### src/rtl/ann_pkg.sv
// Shared types and sizing for the ANN input path: pixel/image types and the
// image fetch state encoding.
package ann_pkg;
  localparam int NUM_PIXELS = 64;
  localparam int PIXEL_W    = 8;
  localparam int PIX_IDX_W  = $clog2(NUM_PIXELS);
  localparam int IMG_IDX_W  = 10;
  localparam int ADDR_W     = IMG_IDX_W + PIX_IDX_W;

  typedef logic [PIXEL_W-1:0]         pixel_t;
  typedef pixel_t [NUM_PIXELS-1:0]    image_t;

  typedef enum logic [1:0] {
    IDLE,
    REQ,
    WAIT,
    DONE
  } fetch_state_t;
endpackage

### src/rtl/image_fetch_if.sv
// Control, pixel-memory and image-output signals of the image fetcher.
// The master modport is the fetcher side; slave is its environment.
interface image_fetch_if;
  import ann_pkg::*;

  logic                 start_detecting;
  logic [IMG_IDX_W-1:0] image_address;
  logic                 mem_rd;
  logic [ADDR_W-1:0]    mem_addr;
  pixel_t               mem_rdata;
  logic                 mem_rvalid;
  logic                 get_image;
  image_t               image_data;
  logic                 image_valid;
  logic                 busy;

  modport master (
    input  start_detecting, image_address, mem_rdata, mem_rvalid, get_image,
    output mem_rd, mem_addr, image_data, image_valid, busy
  );

  modport slave (
    output start_detecting, image_address, mem_rdata, mem_rvalid, get_image,
    input  mem_rd, mem_addr, image_data, image_valid, busy
  );
endinterface

### src/rtl/pixel_buffer.sv
// Indexed pixel register array with a single write port and a flat image view.
module pixel_buffer
  import ann_pkg::*;
(
  input  logic                 clk,
  input  logic                 reset,
  input  logic                 we,
  input  logic [PIX_IDX_W-1:0] idx,
  input  pixel_t               wdata,
  output image_t               image_data
);

  image_t pixels;

  always_ff @(posedge clk) begin
    if (reset) begin
      pixels <= '0;
    end else if (we) begin
      pixels[idx] <= wdata;
    end
  end

  assign image_data = pixels;

endmodule

### src/rtl/image_fetch.sv
// Fetches one 8x8 image from pixel memory, one outstanding read at a time,
// and holds it for the NN engine until consumed.
//
//   state | meaning
//   IDLE  | waiting for start_detecting; buffer keeps the last image
//   REQ   | one-cycle mem_rd for pixel cnt of image idx
//   WAIT  | waiting for mem_rvalid; address held
//   DONE  | image complete, image_valid high until get_image
module image_fetch
  import ann_pkg::*;
(
  input  logic          clk,
  input  logic          reset,
  image_fetch_if.master bus
);

  fetch_state_t         state, state_next;
  logic [PIX_IDX_W-1:0] cnt, cnt_next;
  logic [IMG_IDX_W-1:0] idx, idx_next;
  logic                 buf_we;
  logic                 last_pixel;
  image_t               buf_image;

  assign last_pixel = (cnt == PIX_IDX_W'(NUM_PIXELS - 1));

  always_ff @(posedge clk) begin
    if (reset) begin
      state <= IDLE;
      cnt   <= '0;
      idx   <= '0;
    end else begin
      state <= state_next;
      cnt   <= cnt_next;
      idx   <= idx_next;
    end
  end

  always_comb begin
    state_next = state;
    cnt_next   = cnt;
    idx_next   = idx;
    buf_we     = 1'b0;
    case (state)
      IDLE: begin
        if (bus.start_detecting) begin
          idx_next   = bus.image_address;
          cnt_next   = '0;
          state_next = REQ;
        end
      end
      REQ: state_next = WAIT;
      WAIT: begin
        if (bus.mem_rvalid) begin
          buf_we = 1'b1;
          // terminal count ends the fetch, so the counter never wraps
          if (last_pixel) begin
            state_next = DONE;
          end else begin
            cnt_next   = cnt + PIX_IDX_W'(1);
            state_next = REQ;
          end
        end
      end
      DONE: begin
        if (bus.get_image) state_next = IDLE;
      end
      default: state_next = IDLE;
    endcase
  end

  pixel_buffer u_pixel_buffer (
    .clk        (clk),
    .reset      (reset),
    .we         (buf_we),
    .idx        (cnt),
    .wdata      (bus.mem_rdata),
    .image_data (buf_image)
  );

  assign bus.mem_rd      = (state == REQ);
  assign bus.mem_addr    = {idx, cnt};
  assign bus.busy        = (state == REQ) || (state == WAIT);
  assign bus.image_valid = (state == DONE);
  assign bus.image_data  = buf_image;

endmodule

### src/flat_wrapper.sv
// flat-port wrapper written by rule: the top's interface ports become plain ports
module image_fetch_flat import ann_pkg::*;
  (clk, reset, bus_start_detecting, bus_image_address, bus_mem_rdata, bus_mem_rvalid, bus_get_image, bus_mem_rd, bus_mem_addr, bus_image_data, bus_image_valid, bus_busy);
  image_fetch_if bus_i ();
  input  logic clk;
  input  logic reset;
  input wire logic [$bits(bus_i.start_detecting)-1:0] bus_start_detecting;
  input wire logic [$bits(bus_i.image_address)-1:0] bus_image_address;
  input wire logic [$bits(bus_i.mem_rdata)-1:0] bus_mem_rdata;
  input wire logic [$bits(bus_i.mem_rvalid)-1:0] bus_mem_rvalid;
  input wire logic [$bits(bus_i.get_image)-1:0] bus_get_image;
  output wire logic [$bits(bus_i.mem_rd)-1:0] bus_mem_rd;
  output wire logic [$bits(bus_i.mem_addr)-1:0] bus_mem_addr;
  output wire logic [$bits(bus_i.image_data)-1:0] bus_image_data;
  output wire logic [$bits(bus_i.image_valid)-1:0] bus_image_valid;
  output wire logic [$bits(bus_i.busy)-1:0] bus_busy;
  assign bus_i.start_detecting = bus_start_detecting;
  assign bus_i.image_address = bus_image_address;
  assign bus_i.mem_rdata = bus_mem_rdata;
  assign bus_i.mem_rvalid = bus_mem_rvalid;
  assign bus_i.get_image = bus_get_image;
  assign bus_mem_rd = bus_i.mem_rd;
  assign bus_mem_addr = bus_i.mem_addr;
  assign bus_image_data = bus_i.image_data;
  assign bus_image_valid = bus_i.image_valid;
  assign bus_busy = bus_i.busy;
  image_fetch u_core (.clk(clk), .reset(reset), .bus(bus_i));
endmodule
### config.mk
export PLATFORM = sky130hd
export DESIGN_NAME = image_fetch_flat
export DESIGN_NICKNAME = d
export VERILOG_FILES = /design/src/rtl/ann_pkg.sv /design/src/rtl/image_fetch_if.sv /design/src/rtl/pixel_buffer.sv /design/src/rtl/image_fetch.sv /design/src/flat_wrapper.sv
export SDC_FILE = /design/constraint.sdc
export NUM_CORES = 1
export LEC_CHECK = 0
export BUFFER_PORTS_ARGS = -buffer_cell sky130_fd_sc_hd__clkbuf_2
export CORE_ASPECT_RATIO = 0.5
export CORE_MARGIN = 1.5
export CORE_UTILIZATION = 37
export CTS_CLUSTER_DIAMETER = 120
export DETAILED_ROUTE_END_ITERATION = 10
export HOLD_SLACK_MARGIN = 0.08
export PLACE_DENSITY_LB_ADDON = 0.05
export SLEW_MARGIN = 20
export SYNTH_ARGS = -nofsm -noshare
export SYNTH_HDL_FRONTEND = slang
export SYNTH_SLANG_ARGS = --single-unit
### constraint.sdc
create_clock -name clk -period 2.04 [get_ports clk]
set_clock_uncertainty 0.2 [all_clocks]
set_input_delay 0.408 -clock clk [delete_from_list [all_inputs] [get_ports clk]]
set_output_delay 0.408 -clock clk [all_outputs]
set_load 0.05 [all_outputs]
=== After elaboration in Yosys (flattened, before gate mapping) ===
Cells that the tools add are included.

* Word-level logic and storage cells: 99
* Bits of input ports: 23
* Register bits after elaboration: 530

* Muxes and demuxes: 14
* Order comparisons: 2
* Reductions and logical operators: 7
* Add/sub/neg operators: 1
* Equality and inequality tests: 8

{| class="wikitable"
|+ Operator list
! kind !! count
|-
| $bwmux 512 || 1
|-
| $demux 8 s6 || 1
|-
| $mux 6 || 3
|-
| $pmux 6 s2 || 1
|-
| $mux 2 || 4
|-
| $mux 8 || 1
|-
| $ne 2x2->1 const B || 4
|-
| $pmux 2 s4 || 1
|-
| $lt 6x7->1 const B || 1
|-
| $add 6x1->6 const B || 1
|-
| $eq 6x6->1 const B || 1
|-
| $ge 6x1->1 const B || 1
|-
| $eq 2x2->1 const B || 2
|-
| $reduce_and 4->1 || 1
|-
| $reduce_and 3->1 || 1
|-
| $eq 2x1->1 const B || 1
|-
| $logic_not 2->1 || 1
|-
| $mux 1 || 2
|-
| $reduce_and 2->1 || 1
|-
| $reduce_bool 2->1 || 1
|-
| $logic_and 1x1->1 || 1
|-
| $logic_or 1x1->1 || 1
|}

=== Longest topological paths before layout ===
Gate-level depths: netlist (run 1).

* Depth after elaboration: 5
* Mapped depth: 9

=== By module ===
From an unflattened synthesis (run 1), not the netlist that was laid out.

* Cell total of the unflattened synthesis: 1,865
* Area total of the unflattened synthesis: 20,623.5 um2

{| class="wikitable"
|+ Modules (own cells, without submodules)
! module !! area each (um2) !! sequential area each (um2) !! times used !! cells an instance
|-
| pixel_buffer || 19,779.0 || 10,249.8 || 1 || 1,764
|-
| image_fetch || 844.6 || 360.3 || 1 || 101
|}

=== Least setup slack after synthesis (run 1) ===
No wires, ideal clock.

* Path kind: reg-to-reg
* Start: register u_core.cnt[5]
* End: register u_core.u_pixel_buffer.pixels (netlist bit u_core.u_pixel_buffer.image_data[256])
* Path buffers: 3
* Required time: 1.712 ns
* Library setup time: 0.128 ns
* Clock period less this slack: 2.437 ns
* Path slack: -0.397 ns
* Arrival: 2.109 ns
* Cell stages (with the launch flop): 8
* Cells stage by stage: dfxtp_1 buf_6 or3b_1 buf_6 or4_1 buf_2 mux2i_1 nor2_1

* Word-level cells in the longest chain between the ends: 5
* Elaborated cells between the ends (all ways): 6
* Classes of those cells: order compare: 2; mux: 3; reduce/logical: 1

{| class="wikitable"
|+ Ends and longest elaborated chain
! what !! line !! text
|-
| start, declared || image_fetch.sv:18 || <nowiki>logic [PIX_IDX_W-1:0] cnt, cnt_next;</nowiki>
|-
| start signal, assigned || image_fetch.sv:33 || <nowiki>cnt <= cnt_next;</nowiki>
|-
| $lt 6x7->1 (not written as such) / $ge 6x1->1 (equally long branches) || pixel_buffer.sv:19 || <nowiki>pixels[idx] <= wdata;</nowiki>
|-
| $logic_and 1x1->1 (not written as such) || pixel_buffer.sv:19 ||
|-
| $mux 8 (not written as such) || pixel_buffer.sv:19 ||
|-
| $demux 8 s6 * || pixel_buffer.sv:19 ||
|-
| $bwmux 512 * || pixel_buffer.sv:19 ||
|-
| end signal, assigned by index || pixel_buffer.sv:19 ||
|-
| end, declared || pixel_buffer.sv:13 || <nowiki>image_t pixels;</nowiki>
|}

Every way passes the cells marked *; elsewhere a longest branch is shown, timed or not.
A chain may end at the register's enable or synchronous reset.

=== Final worst setup path (run 1) ===
* Start: register u_core.state[1]
* End: output bus_busy

* Word-level cells in the longest chain between the ends: 2
* Elaborated cells between the ends (all ways): 3
* Classes of those cells: eq/ne: 2; reduce/logical: 1

{| class="wikitable"
|+ Ends and longest elaborated chain
! what !! line !! text
|-
| start, declared || image_fetch.sv:17 || <nowiki>fetch_state_t state, state_next;</nowiki>
|-
| start signal, assigned || image_fetch.sv:32 || <nowiki>state <= state_next;</nowiki>
|-
| $eq 2x1->1 / $eq 2x2->1 (equally long branches) || image_fetch.sv:82 || <nowiki>assign bus.busy = (state == REQ) || (state == WAIT);</nowiki>
|-
| $logic_or 1x1->1 * || image_fetch.sv:82 ||
|-
| end, declared || flat_wrapper.sv:16 || <nowiki>output wire logic [$bits(bus_i.busy)-1:0] bus_busy;</nowiki>
|}

Marked as above.

==> metrics.txt, run 1 <==
post-synthesis sequential element count 530; final max-slew violation count 0; Mean Syn Cell Area 10.60 um2; critical path class flop to output pin; Setup TNS Final -0.6936 ns; CTS H-Tree Depth 2; DP Area 24,690 um2; IO Count 554; HPWL after detailed placement 41,790 um; grt ovf 0; Reg clk slew, reported paths 0.06 ns; Pwr per Cell Area 793.5 nW/um2; routability cong. 0.7816; Yosys warning count 0; Peak VDD IR 0.5034 mV; Final Hold Vio Count 0; FP Rows 59; CTS tree yes; Root Buffer clkbuf_16; Place WS -0.05362 ns; Nets 2,488; Finished Layout Cells 3,186; clock tree buffer depth 3; Worst Setup Start Kind flop; unrepaired setup endpoints after global routing true; DRC viols 0; routed wire length 64,570 um; port bufs 553; placed cells 3,093; Max Clk Rate 476.6 MHz; Placeable Area 52,490 um2; post-route cell area 26,530 um2; number of max-cap violations 0; Slew headroom 66.40%; Final period util 102.9%; Post-Syn Nets 1,901; clock sinks 530; Worst Path Required 1.43 ns; Seq/Total Area, Yosys 53.49%; Pleak 12.09 nW; worst-margin pin slew 0.5040 ns; Die Height 166.7 um; die area 55,090 um2; ANT cells 0; Vias 15.11k; ANT nets after route 0; clock latency on the worst-skew pair 0.57 ns; CTS buffer count 48; violated checks setup timing; Initial Util 37.79%; number of global-route vias before repair 14.46k; via/cell ratio 4.743; largest net degree at the start of global routing 104; Final Critical Period 2.098 ns; Worst EP arrival 1.49 ns; Layout area overhead 33.76%; CP max FO 2; status finished with violations; final setup vio count 49; worst setup slack after layout -0.05822 ns; share of layout cells above drive strength 1 33.44%; synthesized area 19,830 um2; Worst setup EP type output pin; GRT Overall Usage 22.87%; synth unique cells 36; worst min-delay path class input pin to flop; DRT iter0 DRCs 649; Mapped Cells 1,872; Initial DRT Pass Iterations 4; DR WL/cell 20.27 um; die width 330.4 um; fill cell count 4,986; antenna violations before repair 0; hold_ws 0.1683 ns; global-route wire length before repair 95,910 um
## cells by family (layout without fill, tap and decap cells)
| family | count (synthesis) | after routing | synth area share [%] |
|---|---|---|---|
| compound gates | 24 | 24 | 0.7003 |
| fa+ha+maj | 6 | 6 | 0.3785 |
| simple gates | 640 | 641 | 15.99 |
| buf+inv | 160 | 772 | 3.596 |
| flops | 530 | 530 | 53.49 |
| mux | 512 | 512 | 25.84 |
## worst paths after layout
kind / slack (ns) / cells past startpoint / endpoint / from
setup / recovery: -0.06 / 4 / bus_busy / u_core.state[1]$_SDFFE_PP0P_
hold / removal: 0.17 / 4 / u_core.u_pixel_buffer.image_data[405]$_SDFFE_PP0P_ / bus_mem_rdata[5]
setup reg to reg: -0.03 / 6 / u_core.u_pixel_buffer.image_data[135]$_SDFFE_PP0P_ / u_core.state[1]$_SDFFE_PP0P_
hold reg to reg: 0.26 / 2 / u_core.idx[7]$_SDFFE_PP0P_ / u_core.idx[7]$_SDFFE_PP0P_
## state kept, by name (all words and copies together) (netlist names)
name / flops
u_core.idx: 10
u_core.u_pixel_buffer.image_data: 512
u_core.state: 2
u_core.cnt: 6
## layout by cell type (no fill, tap or decap), types with 7 or more instances in the layout
master	synthesis	layout
clkbuf_2	0	536
dfxtp_1	530	522
nor2_1	519	517
mux2i_1	512	510
buf_12	0	74
clkbuf_16	0	51
nor3_4	47	48
buf_4	9	38
nand2_1	24	24
a21oi_1	15	15
buf_6	7	14
dlygate4sd3_1	0	13
clkbuf_1	79	11
or4_4	2	9
clkbuf_8	0	8
buf_2	21	7
## routing by layer
metal	wire length [um]	up-vias	GRT usage [%]
met3	2805	91	4.717
met1	28240	7296	28.70
li1	-	7444	-
met5	0	-	0
met2	31980	279	39.77
met4	1546	0	6.015
## through the flow
stage	util, %	power, mW
after CTS	50.28	21.26
after floorplan	-	11.80
after global routing	50.55	21.91
after global placement	47.04	12.36
final	50.55	21.05
after detailed placement	47.04	12.38
## cell usage after synthesis (all sizes together)
cell | count | area [um2]
or3b | 3 | 26.28
nand2 | 25 | 96.35
ha | 6 | 75.07
dfxtp | 530 | 10610
nor2b | 3 | 18.77
nand4b | 1 | 8.760
nor3 | 53 | 799.5
o21ai | 2 | 10.01
o31ai | 1 | 7.510
a31oi | 2 | 12.51
clkbuf | 79 | 296.5
a211oi | 1 | 7.510
nand2b | 3 | 18.77
nor2 | 519 | 1948
nand3 | 6 | 35.03
or3 | 3 | 18.77
buf | 77 | 401.6
and3 | 3 | 18.77
inv | 4 | 15.01
mux2i | 512 | 5125
or4 | 13 | 105.1
nand3b | 6 | 65.06
nor4 | 1 | 6.260
a21oi | 15 | 75.07
and2 | 1 | 6.260
a311oi | 3 | 26.28
## area by class of cell
class / instances / area, um2 / share of cell area [%]
flip-flops and latches: 530 / 10640 / 40.09
multi-input cells: 1183 / 8666 / 32.66
repair buffers: 692 / 4905 / 18.49
clock buffers: 68 / 1378 / 5.192
well taps: 701 / 877.1 / 3.306
clock inverters: 8 / 52.55 / 0.1981
inverters: 4 / 17.52 / 0.06603
## repair_timing
item,in CTS,in global routing
resized for setup,30,31
cloned,0,1
buffers inserted,2,2
hold endpoints to repair,24,0
endpoints found under the setup margin,65,410
pin swaps,3,11
hold buffers,13,0
## critical path: stages, from the launching register on
cell	delay, ns
dfxtp_2	0.35
inv_2	0.05
buf_6	0.12
ha_4	0.27
clkbuf_16	0.15
## power by group
part	switching (mW)	leakage, nW	internal, mW
logic	1.29	7.12	0.683
clock network	3.94	0.699	4.67
registers	0.0607	4.27	10.4
total	5.29	12.1	15.8
(Power assumes the default switching activity.)
==> run 2, diff against run 1 <==
--- a/config.mk
+++ b/config.mk
@@ -13,6 +13,7 @@
 export DETAILED_ROUTE_END_ITERATION = 10
 export HOLD_SLACK_MARGIN = 0.08
 export PLACE_DENSITY_LB_ADDON = 0.05
+export SETUP_SLACK_MARGIN = 0.05
 export SLEW_MARGIN = 20
 export SYNTH_ARGS = -nofsm -noshare
 export SYNTH_HDL_FRONTEND = slang
==> run 2 against run 1 <==
Compared with the run above: the run still ends with setup timing left; combinational power increased by 9%; sequential share of layout area decreased by 0.69 points; clock-buffer cell count unchanged; non-clock buffer count increased by 20; setup slack got worse by 0.035 ns; sequential power about the same; final area increased by 1.8%; hold slack improved by 0.030 ns; critical endpoint unchanged; clock power increased by 7.4%; die area unchanged.
==> metrics.txt, run 2 (synthesis results as in run 1) <==
Final period util 104.6%; HPWL after detailed placement 40,690 um; Worst setup EP type output pin; hold path start bus_start_detecting; ANT cells 0; Place WS -0.07868 ns; IO Count 554; Worst Path Required 1.43 ns; status finished with violations; Worst Setup Start Kind flop; CTS tree yes; final setup vio count 164; Root Buffer clkbuf_16; clock tree buffer depth 3; Pint 16.40 mW; placed cells 3,100; worst-margin pin slew 0.5410 ns; critical path class flop to output pin; number of max-cap violations 0; Max Clk Rate 468.8 MHz; DR WL/cell 19.82 um; violated checks setup timing; Largest register FFs 512; number of global-route vias before repair 14.45k; grt ovf 0; post-route cell area 27,000 um2; Worst Hold Path Cells 4; clock latency on the worst-skew pair 0.57 ns; Pwr per Cell Area 809.9 nW/um2; share of layout cells above drive strength 1 34.75%; antenna violations before repair 0; die area 55,090 um2; clock sinks 530; Worst EP arrival 1.53 ns; Clock Power Share 42.3%; Placeable Area 52,490 um2; Layout area overhead 36.13%; via/cell ratio 4.736; Nets 2,508; Initial DRT Pass Iterations 4; Pwr Total 21.87 mW; Worst Reg2Reg Path Length in Cells 8; Vias 15.23k; CTS buffer count 48; CTS H-Tree Depth 2; largest net degree at the start of global routing 91; unrepaired setup endpoints after global routing true; CP max FO 3; most common cell after layout, fill and taps aside clkbuf_2; Die Height 166.7 um; Finished Layout Cells 3,216; most frequent cells in the layout 537 x clkbuf_2, 522 x dfxtp_1, 516 x nor2_1, 507 x mux2i_1, 72 x buf_12; Slew headroom 63.90%; routed wire length 63,760 um; Peak VDD IR 0.5769 mV; Pleak 12.33 nW; fill cell count 4,922; Final Critical Period 2.133 ns; Crit. Startpoint u_core.state[1]$_SDFFE_PP0P_; Logic pwr share 9.8%; Final Hold Vio Count 0; Core Util, Final 51.44%; routability cong. 0.7912; DRC viols 0; DP Area 24,660 um2; Setup TNS Final -5.829 ns; die width 330.4 um; worst setup slack after layout -0.09313 ns; hold_ws 0.1981 ns; GRT Overall Usage 22.36%; global-route wire length before repair 94,160 um; port bufs 553; ANT nets after route 0; Sequential Power Share 47.9%; FP Rows 59; Switching Power 5.465 mW; final max-slew violation count 0; DRT iter0 DRCs 750; switching share of power 24.99%; worst min-delay path class input pin to flop; Initial Util 37.79%; Reg clk slew, reported paths 0.07 ns; worst r2r src u_core.state[1]$_SDFFE_PP0P_
==> run 2: cell types whose count changed in the layout (fill, tap and decap cells not counted), moves of 3 or more <==
cell,previous run,this run
mux2i_2,1,5
bufinv_16,0,4
buf_8,3,10
or4_4,9,12
clkinv_2,4,9
clkbuf_4,5,0
or4_1,4,1
buf_4,38,42
mux2i_1,510,507
buf_6,14,22
==> run 2: power groups by stage <==
stage                     sequential, mW  clock (mW)  combinational, mW
after floorplan                     10.9           0              0.936
after global placement              10.7           0               1.67
after detailed placement            10.7           0               1.68
after CTS                           10.5        9.51               2.04
after global routing                10.5        9.99               2.27
final                               10.5        9.25               2.14
==> run 2: final cells by class <==
type,count,area [um2],area share (%)
inverters,4,15.01,0.05561
flip-flops and latches,530,10640,39.40
repair buffers,712,5172,19.16
clock buffers,68,1369,5.069
well taps,701,877.1,3.248
clock inverters,18,201.4,0.7461
multi-input cells,1183,8728,32.33
==> run 2: critical path, stage by stage (launching register included) <==
cell       delay [ns]
dfxtp_4          0.37
inv_2            0.05
buf_6            0.11
ha_4             0.26
clkbuf_16        0.15
==> run 2: final timing paths <==
kind	end	slack [ns]
setup reg to reg	u_core.u_pixel_buffer.image_data[7]$_SDFFE_PP0P_	-0.09
hold / removal	u_core.idx[7]$_SDFFE_PP0P_	0.20
hold reg to reg	u_core.idx[8]$_SDFFE_PP0P_	0.26
setup / recovery	bus_busy	-0.09
==> run 2: layer usage <==
layer | global-route usage (%) | part of all wire (%) | vias to the layer above
met5 | 0 | 0 | -
met4 | 5.003 | 2.0 | 0
met3 | 4.622 | 4.6 | 76
met2 | 39.08 | 50 | 278
met1 | 28.20 | 43 | 7412
li1 | - | - | 7466
==> run 2: repair_timing <==
item	CTS	global route
endpoints found under the hold margin	30	0
buffers inserted	11	4
hold buffers	13	0
endpoints found under the setup margin	328	518
pin swaps	39	43
resized for setup	66	42
cloned	2	1
